`src/rtl/hvac_zone_ctrl.sv`:
```
// hvac_zone_ctrl: NUM_ZONES independent HVAC zone sequencers.
// Each zone runs a Moore FSM that gates heating, cooling and fan outputs.
// A shared per-zone counter enforces minimum run time in HEAT/COOL and times
// the fan overrun in FAN_OUT.
//
// state   | code | meaning
// --------+------+------------------------------------------------------------
// OFF     | 0    | zone disabled, all outputs low
// IDLE    | 1    | zone on, waiting for heat/cool demand (fan if fan-only mode)
// HEAT    | 2    | heating, held for at least MIN_RUN_CYC cycles
// COOL    | 3    | cooling, held for at least MIN_RUN_CYC cycles
// FAN_OUT | 4    | fan overrun for FAN_OVR_CYC cycles after heat/cool stops
module hvac_zone_ctrl #(
  parameter int NUM_ZONES   = 4,
  parameter int TEMP_W      = 8,
  parameter int HYST        = 2,
  parameter int MIN_RUN_CYC = 16,
  parameter int FAN_OVR_CYC = 8
) (
  input  logic                        clk,
  input  logic                        reset,
  input  logic                        fault,
  input  logic [NUM_ZONES-1:0]        on_req,
  input  logic [NUM_ZONES-1:0]        off_req,
  input  logic [2*NUM_ZONES-1:0]      mode,
  input  logic [TEMP_W*NUM_ZONES-1:0] temp,
  input  logic [TEMP_W*NUM_ZONES-1:0] setpt,
  output logic [NUM_ZONES-1:0]        heat_en,
  output logic [NUM_ZONES-1:0]        cool_en,
  output logic [NUM_ZONES-1:0]        fan_en,
  output logic [NUM_ZONES-1:0]        active,
  output logic [3*NUM_ZONES-1:0]      zone_state
);

  localparam int CNT_MAX = (MIN_RUN_CYC > FAN_OVR_CYC) ? MIN_RUN_CYC : FAN_OVR_CYC;
  localparam int CW      = $clog2(CNT_MAX + 1);

  // HEAT/COOL count up from 0; the exit edge is the one where the count
  // would reach MIN_RUN_CYC, so the output stays high exactly MIN_RUN_CYC cycles
  localparam logic [CW-1:0] RUN_MAX  = CW'(MIN_RUN_CYC);
  localparam logic [CW-1:0] RUN_LAST = CW'(MIN_RUN_CYC - 1);
  localparam logic [CW-1:0] FAN_LOAD = CW'(FAN_OVR_CYC - 1);
  localparam logic [CW-1:0] CNT_ZERO = '0;
  localparam logic [CW-1:0] CNT_ONE  = CW'(1);

  localparam logic [TEMP_W:0] HYST_X = (TEMP_W + 1)'(HYST);

  localparam logic [2:0] S_OFF  = 3'd0;
  localparam logic [2:0] S_IDLE = 3'd1;
  localparam logic [2:0] S_HEAT = 3'd2;
  localparam logic [2:0] S_COOL = 3'd3;
  localparam logic [2:0] S_FAN  = 3'd4;

  for (genvar z = 0; z < NUM_ZONES; z++) begin : zone_g
    logic [2:0]      state, state_nxt;
    logic [CW-1:0]   cnt, cnt_nxt;
    logic            off_pend, off_pend_nxt;
    logic [1:0]      zmode;
    logic [TEMP_W:0] t_x, s_x;
    logic            heat_ok, cool_ok, heat_dmd, cool_dmd, run_done;

    // Demand compare at TEMP_W+1 bits so adding the band can never wrap
    always_comb begin
      zmode    = mode[2*z +: 2];
      t_x      = {1'b0, temp[z*TEMP_W +: TEMP_W]};
      s_x      = {1'b0, setpt[z*TEMP_W +: TEMP_W]};
      heat_ok  = (zmode == 2'b00) || (zmode == 2'b01);
      cool_ok  = (zmode == 2'b00) || (zmode == 2'b10);
      heat_dmd = heat_ok && ((t_x + HYST_X) < s_x);
      cool_dmd = cool_ok && (t_x > (s_x + HYST_X));
      run_done = (cnt >= RUN_LAST);
    end

    // Next-state, counter and pending-off logic; fault overrides everything
    always_comb begin
      state_nxt    = state;
      cnt_nxt      = cnt;
      off_pend_nxt = off_pend;
      case (state)
        S_OFF: begin
          if (on_req[z] && !off_req[z]) state_nxt = S_IDLE;
        end
        S_IDLE: begin
          if (off_req[z]) begin
            state_nxt = S_OFF;
          end else if (heat_dmd) begin
            state_nxt = S_HEAT;
            cnt_nxt   = CNT_ZERO;
          end else if (cool_dmd) begin
            state_nxt = S_COOL;
            cnt_nxt   = CNT_ZERO;
          end
        end
        S_HEAT: begin
          if (off_req[z]) off_pend_nxt = 1'b1;
          if (run_done && ((t_x >= s_x) || !heat_ok || off_pend)) begin
            state_nxt = S_FAN;
            cnt_nxt   = FAN_LOAD;
          end else if (cnt != RUN_MAX) begin
            cnt_nxt = cnt + CNT_ONE;
          end
        end
        S_COOL: begin
          if (off_req[z]) off_pend_nxt = 1'b1;
          if (run_done && ((t_x <= s_x) || !cool_ok || off_pend)) begin
            state_nxt = S_FAN;
            cnt_nxt   = FAN_LOAD;
          end else if (cnt != RUN_MAX) begin
            cnt_nxt = cnt + CNT_ONE;
          end
        end
        S_FAN: begin
          if (off_req[z]) off_pend_nxt = 1'b1;
          // a late off_req on the final overrun cycle still lands in OFF
          if (cnt == CNT_ZERO) begin
            state_nxt = (off_pend || off_req[z]) ? S_OFF : S_IDLE;
          end else begin
            cnt_nxt = cnt - CNT_ONE;
          end
        end
        default: state_nxt = S_OFF;
      endcase
      if (state_nxt == S_OFF) begin
        cnt_nxt      = CNT_ZERO;
        off_pend_nxt = 1'b0;
      end
      if (fault) begin
        state_nxt    = S_OFF;
        cnt_nxt      = CNT_ZERO;
        off_pend_nxt = 1'b0;
      end
    end

    // Zone state registers, asynchronously cleared by reset
    always_ff @(posedge clk or posedge reset) begin
      if (reset) begin
        state    <= S_OFF;
        cnt      <= CNT_ZERO;
        off_pend <= 1'b0;
      end else begin
        state    <= state_nxt;
        cnt      <= cnt_nxt;
        off_pend <= off_pend_nxt;
      end
    end

    // Outputs decoded from registered state (fan-only uses the live mode)
    always_comb begin
      heat_en[z]          = (state == S_HEAT);
      cool_en[z]          = (state == S_COOL);
      fan_en[z]           = (state == S_HEAT) || (state == S_COOL) || (state == S_FAN) ||
                            ((state == S_IDLE) && (zmode == 2'b11));
      active[z]           = (state != S_OFF);
      zone_state[3*z +: 3] = state;
    end
  end

endmodule

```
`config.mk`:
```
export PLATFORM = sky130hd
export DESIGN_NAME = hvac_zone_ctrl
export DESIGN_NICKNAME = d
export VERILOG_FILES = /design/src/rtl/hvac_zone_ctrl.sv
export SDC_FILE = /design/constraint.sdc
export NUM_CORES = 1
export LEC_CHECK = 0
export CAP_MARGIN = 20
export CORE_ASPECT_RATIO = 1.1
export CORE_MARGIN = 1.5
export CORE_UTILIZATION = 40
export DETAILED_ROUTE_END_ITERATION = 8
export GPL_ROUTABILITY_DRIVEN = 0
export MAX_ROUTING_LAYER = met4
export PLACE_DENSITY = 0.75
export SLEW_MARGIN = 25
export SYNTH_ARGS = -nofsm -noshare
export SYNTH_HDL_FRONTEND = slang
export SYNTH_SLANG_ARGS = --single-unit
```
`constraint.sdc`:
```
create_clock -name clk -period 3 [get_ports clk]
set_input_delay 0.6 -clock clk [delete_from_list [all_inputs] [get_ports clk]]
set_output_delay 0.6 -clock clk [all_outputs]
set_load 0.005 [all_outputs]
```
# Yosys cells after proc, flatten, opt, wreduce, memory -nomap -nowiden
# Cells that the tools add are included.
# totals
register_bits	36
inputBits	83
wordCells	308
# classes
magnitude_cmp	20
n_addsub	16
n_eq_ne	44
reduce_logical	120
mux	96
# ops
cell	n
5-bit two-way mux	36
3-bit two-way mux	32
5-bit one-hot mux with 4 select lines	4
8-bit by 2-bit adder with 9-bit output (second input constant)	8
3-bit one-hot mux with 5 select lines	4
1-bit logical OR	40
5-bit inequality test (second input constant)	8
8-bit by 9-bit greater-than comparator with 1-bit output	4
9-bit by 8-bit less-than comparator with 1-bit output	4
3-bit nonzero test	12
8-bit >= comparator	4
8-bit <= comparator	4
4-bit inequality test (second input constant)	8
3-bit by 2-bit equality test with 1-bit output (second input constant)	8
1-bit logical AND	24
3-bit zero test	8
6-bit nonzero test	4
5-bit by 1-bit adder with 5-bit output (second input constant)	4
5-bit by 4-bit >= comparator with 1-bit output (second input constant)	4
5-bit zero test	4
1-bit two-way mux	20
5-bit by 1-bit subtractor with 5-bit output (second input constant)	4
2-bit equality test (second input constant)	8
4-bit AND reduction	4
other kinds (7)	36

# Logic depth before layout (Yosys ltp)
# Gate-level depths: netlist of run 1.
# logic_depth
word_depth	11
ltp_mapped	12

# Least setup slack after synthesis of run 1
# Ideal clock, no wire load.
# synth_path
kind	input port to flip-flop
start	input port setpt[9]
end	register zone_g[1].cnt[1]
t_required_ns	2.918
path_slack_ns	-0.002
stages	12
path_buffers	0
setup_ns	0.082
arrival_time_ns	2.920
cell_sequence	ha_1 nand3_1 nor3_1 xnor2_1 ha_1 nand4_1 nor2_1 a311o_1 o32a_1 o211a_1 or3_1 a31oi_1
# synth_between
elab_chain_cells	10
# synth_lines
item	line_no	rtl
start: declaration	27	input logic [TEMP_W*NUM_ZONES-1:0] setpt,
8-bit by 2-bit adder with 9-bit output	70	cool_dmd = cool_ok && (t_x > (s_x + HYST_X));
8-bit by 9-bit greater-than comparator with 1-bit output	70	
1-bit logical AND	70	
3-bit two-way mux	89	end else if (cool_dmd) begin
3-bit two-way mux	86	end else if (heat_dmd) begin
3-bit two-way mux	84	if (off_req[z]) begin
3-bit one-hot mux with 5 select lines	79	case (state)
3-bit zero test	123	if (state_nxt == S_OFF) begin
5-bit inequality test (no source line), or another cell as far along	--	
4-bit AND reduction (no source line) / 5-bit two-way mux (equally long branches)	--	
end signal: assignment	142	cnt <= cnt_nxt;
end: declaration	56	logic [CW-1:0] cnt, cnt_nxt;
# Several ways; a longest one is shown, not always the timed one. The select of a mux whose other input is x is not followed.
# A chain may end at the register's enable or synchronous reset.

# Worst setup path after layout of run 1
# layout_path
start	input port setpt[29]
end	register zone_g[3].cnt[0]
# layout_between
elab_chain_cells	10
# layout_lines
item	line_no
8-bit by 2-bit adder with 9-bit output	70
8-bit by 9-bit greater-than comparator with 1-bit output	70
1-bit logical AND	70
3-bit two-way mux	89
3-bit two-way mux	86
3-bit two-way mux	84
3-bit one-hot mux with 5 select lines	79
3-bit zero test	123
5-bit inequality test (no source line), or another cell as far along	--
4-bit AND reduction (no source line) / 5-bit two-way mux (equally long branches)	--
end signal: assignment	142
end: declaration	56
# Several ways; a longest one is shown, not always the timed one. The select of a mux whose other input is x is not followed.

==> results.cfg, run 1 <==
[status]
status = finished, final reports clean

[detailed_routing]
routed_wl_um = 19200
antenna_left = 0
num_vias = 7040
drc = 0
wire_per_inst_um = 15.5
drt_iter0_markers = 384
via_per_inst = 5.68
first_pass_iters = 5

[critical_path]
arrival_ps = 3100
worstPathRequired_ps = 3160
cp-end-kind = flip-flop
crit_fanout = 4
crit_type = input pin to flip-flop
crit_path_start_kind = input pin

[final_layout]
diodes = 0
n_fill_cell = 1312
drive_gt1_share_pct = 26.1
final_nets = 1234
utilization_pct = 60.8
area_growth_pct = 49.3

[pwr]
power_density_nw_per_um2 = 227
p_total_mw = 2.07
peakVddDrop_v = 0.000211
p_leak_nw = 4.28

[yosys]
synth_cell_types = 77
synthTopCellsByCount = ha_1 (108), inv_1 (66), a21oi_1 (59)
synth_edf_count = 0
yosysMostFrequentCell = ha_1
yosysWarningCount = 0
synth_ff_type = dfrtp_1
syn_area_um2 = 6100
ys_ff_latch = 36
synth_top_area_share_pct = 22.1
syn_nets = 979
synthCells = 788
yosysTopAreaCell = ha_1
syn_area_per_cell_um2 = 7.75
synth_area_leaders = ha_1 (22%), dfrtp_1 (15%), xnor2_1 (5.3%)
synthArstFlopShare_pct = 100
yosysSeqAreaShare_pct = 14.8

[die]
start_util_pct = 40.7
core_um2 = 15000
ios = 111
dieArea_um2 = 16000
rows = 47
die_y_um = 133
die_x_um = 121

[timing]
max_slew_margin_pct = 57.1
fin_crit_sh_pct = 98.1
hold_viol_final = 0
worstMarginPinSlew_ps = 642
setup_viol = 0
drv_slew = 0
max_freq_mhz = 340
whs_ps = 552
clock_skew_ps = 4.33
fin_setup_tns_ps = 0
layout_setup_ws_ps = 58.2
fin_crit_ps = 2940

[min_path]
hold_class = flip-flop to flip-flop

[clock_network]
ctsHoldBuffers = 0
path_clk_slew_ps = 60
cts_buffer_depth = 2
cts_inserted_buffers = 5
htree_num_levels = 2
clock-sinks = 36
cts_tree = yes
insertion_delay_ps = 280
cts-root-buf = clkbuf_16

[grt]
antenna_found_initial = 0
grt_max_degree = 37
grt_usage_pct = 24.0
first_global_vias = 6907
grt_pass1_wl_um = 31400
grt_overflow = 0

[placement]
io_buffers = 110
hpwlAfterDp_um = 14700
dp_slack_ps = -699

[flow_run]
drv_cap = 0
## cell usage in the layout, fill, tap and decap left out, types with 33 or more instances in the layout
master	instances
ha_1	99
dfrtp_1	36
xnor2_1	33
nand3_1	43
nor2_1	49
buf_4	150
nand2_1	57
clkdlybuf4s50_1	68
inv_1	61
a21oi_1	53
## power breakdown
| group | switching, mW | internal (mW) | total [mW] |
|---|---|---|---|
| sequential | 0.0150 | 0.492 | 0.507 |
| clock | 0.190 | 0.390 | 0.580 |
| combinational | 0.473 | 0.509 | 0.982 |
| total | 0.677 | 1.39 | 2.07 |
## stage by stage
stage / cell area (um^2) / instances
after floorplan: 6110 / 788
after global placement: 8350 / 1207
after detailed placement: 8350 / 1207
after CTS: 8840 / 1232
after global routing: 9110 / 1240
final: 9110 / 1240
## routing by layer
metal  GRT usage [%]  vias to the layer above  wire length, um
li1                -                     3479                -
met1            28.4                     3307             8110
met2            42.6                      206             9830
met3            2.28                       48              770
met4            7.78                        0              539
met5               -                        -                0
## worst max-delay path, cell delays in order
cell,delay [ps]
dlygate4sd2_1,250
clkinv_2,90
nor3_2,100
nand3_1,130
buf_4,160
buf_4,130
buf_4,120
buf_4,120
buf_4,120
buf_4,120
o311a_1,310
o211a_1,260
nor4_4,340
buf_4,200
a31oi_1,50
## area by class of cell
type	instances	area (um^2)	area share, %
flip-flops and latches	36	901	9.89
multi-input cells	663	5310	58.2
well taps	196	245	2.69
clock buffers	6	129	1.41
inverters	75	283	3.10
clock inverters	2	35.0	0.385
repair buffers	262	2210	24.3
## flip-flops by register name, indices dropped and copies added, names as in the netlist
| name | count |
|---|---|
| zone_g.cnt | 20 |
| zone_g.off_pend | 4 |
| zone_g.state | 12 |
## logic make-up after synthesis
logic type | share of synthesized area (%)
AOI/OAI and AO/OA | 26.8
DFF | 14.8
buffers and inverters | 5.56
and+or+nand+nor | 23.2
xor gates and xnor gates | 6.17
muxes | 1.31
adders and majority gates | 22.1
## worst paths after layout
check / endpoint / slack (ps) / from / depth (start not counted)
hold reg to reg: zone_g[1].off_pend / 550 / zone_g[1].off_pend / 2
hold / removal: zone_g[1].off_pend / 550 / zone_g[1].off_pend / 2
setup reg to reg: zone_g[1].cnt[2] / 330 / zone_g[1].cnt[1] / 10
min in group asynchronous: zone_g[3].cnt[2] / 720 / reset / 3
setup / recovery: zone_g[3].cnt[0] / 60 / setpt[29] / 15
max in group asynchronous: zone_g[1].state[1] / 1930 / reset / 3
## repair_timing
action                                 in CTS  in global routing
buffers inserted                           17                  8
resized for setup                          85                 94
endpoints found under the hold margin       0                  0
pin swaps                                  45                 67
setup endpoints to repair                  24                 28
(Power assumes the default switching activity.)
==> run 2: changes to the inputs <==
Settings changed: CORE_MARGIN 1.5 to default, DONT_BUFFER_PORTS from default to 1, PLACE_DENSITY 0.75 to 0.65.
==> results.cfg, run 2 (synthesis gave the netlist of run 1 again) <==
[timing]
max_slew_margin_pct = 40.5
grt_setup_unrepaired = false
fin_crit_ps = 2830
layout_setup_ws_ps = 168
fin_crit_sh_pct = 94.4
hold_viol_final = 0
clock_skew_ps = 4.37
drv_slew = 0
setup_viol = 0
max_freq_mhz = 353
worstMarginPinSlew_ps = 892

[final_layout]
multi_input_area_um2 = 4870
diodes = 0
utilization_pct = 45.1
drive_gt1_share_pct = 7.32
largest_reg_flops = 20
regArea_um2 = 901
area_growth_pct = 8.49
n_fill_cell = 1490
layout_commonest_cell = ha_1
final_cell_mix = ha_1 (108), inv_1 (66), a21oi_1 (59), nand2_1 (57), nor2_1 (52)
final_nets = 996
top_regs = zone_g.cnt: 20 flops, zone_g.state: 12 flops, zone_g.off_pend: 4 flops
regMostFlops = zone_g.cnt
final_cells = 998

[detailed_routing]
routed_wl_um = 15900
wire_per_inst_um = 15.9
drc = 0
first_pass_iters = 5
num_vias = 5878
drt_iter0_markers = 277
antenna_left = 0
via_per_inst = 5.89

[critical_path]
reg2reg_depth = 10
cp-end-kind = flip-flop
timing.reg2reg.setup_slack_ps = 390
arrival_ps = 3000
r2r_start = zone_g[1].cnt[0]
startpoint = setpt[9]
crit_fanout = 6
rr_endpoint = zone_g[1].cnt[2]
endpoint = zone_g[1].cnt[2]
worstPathRequired_ps = 3170
crit_type = input pin to flip-flop
crit_path_start_kind = input pin

[clock_network]
cts_inserted_buffers = 5
htree_num_levels = 2
clock-sinks = 36
ctsHoldBuffers = 0
cts_tree = yes
insertion_delay_ps = 270
cts-root-buf = clkbuf_16
path_clk_slew_ps = 50
cts_buffer_depth = 2

[pwr]
power.share.combinational_pct = 35.4
peakVddDrop_v = 0.000192
power_density_nw_per_um2 = 239
pwr-share-clk_pct = 32.7
switchingPower_mw = 0.509
switching_share_pct = 32.1
p_leak_nw = 3.04
p_int_mw = 1.08
seq_power_share_pct = 32.0

[grt]
grt_pass1_wl_um = 26800
grt_usage_pct = 20.8
antenna_found_initial = 0
grt_max_degree = 23
first_global_vias = 5556
grt_overflow = 0

[min_path]
min_path_cells = 1
hold_class = input pin to flip-flop

[placement]
hpwlAfterDp_um = 13200
dp_slack_ps = -98.0
io_buffers = 0
dp_cells = 990

[die]
dieArea_um2 = 15800
die_x_um = 120
die_y_um = 132
start_util_pct = 41.6
core_um2 = 14700
ios = 111
rows = 46

[status]
status = finished, final reports clean

[flow_run]
drv_cap = 0
[run 2: changes by cell type in the layout (fill, tap and decap cells not counted), sizes merged]
cell / before / now
clkinv: 2 / 3
clkbuf: 19 / 6
clkdlybuf4s15: 3 / 0
dlymetal6s2s: 14 / 0
clkdlybuf4s50: 68 / 0
bufinv: 1 / 0
dlygate4sd2: 9 / 0
buf: 155 / 24
[run 2: power by group through the flow]
stage	Combinational (mW)	Sequential, mW	Clock, mW
2_1_floorplan	0.438	0.506	0
3_3_place_gp	0.551	0.515	0
3_5_place_dp	0.558	0.515	0
4_1_cts	0.561	0.506	0.530
5_1_grt	0.641	0.508	0.557
6_report	0.561	0.506	0.518
[run 2: how the worst min path moves through the flow]
stage	end	slack, ps	startpoint
3_3_place_gp	zone_g[1].off_pend	530	zone_g[1].off_pend
5_1_grt	zone_g[1].state[1]	380	fault
6_report	zone_g[1].state[2]	390	fault
4_1_cts	zone_g[1].state[2]	380	fault
2_1_floorplan	zone_g[1].off_pend	480	zone_g[1].off_pend
3_5_place_dp	zone_g[1].off_pend	530	zone_g[1].off_pend
[run 2: layout make-up]
cell class | count | share of cell area, %
clock buffers | 6 | 2.10
clock inverters | 2 | 0.151
inverters | 75 | 4.25
multi-input cells | 663 | 73.5
flip-flops and latches | 36 | 13.6
well taps | 192 | 3.63
repair buffers | 24 | 2.72
[run 2: metal layers]
metal	global-route usage [%]	up-vias	wire length, um
met4	4.17	0	199
met3	2.95	14	841
met2	33.8	156	7510
met1	27.2	2714	7320
met5	-	-	0
li1	-	2994	-
[run 2: repair_timing]
item,in CTS,in global routing
endpoints found under the setup margin,0,5
buffers inserted,0,0
gates resized for setup,0,1
[run 2: worst max-delay path: stages]
cell,delay [ps]
ha_1,140
nand3_1,120
nor3_2,180
xnor2_1,140
ha_1,260
nand4_1,100
nor2_1,50
a311o_1,310
o32a_1,370
o211ai_2,230
a2111oi_4,100
buf_4,190
a311oi_1,210
[run 2: through the flow]
stage / setup TNS, ps / hold WS [ps] / power, mW / instance area, um^2
4_1_cts: 0 / 382 / 1.60 / 6620
5_1_grt: 0 / 380 / 1.71 / 6620
3_3_place_gp: -97.4 / 531 / 1.07 / 6470
3_5_place_dp: -591 / 528 / 1.07 / 6470
2_1_floorplan: 0 / 479 / 0.944 / 6110
6_report: 0 / 391 / 1.58 / 6620
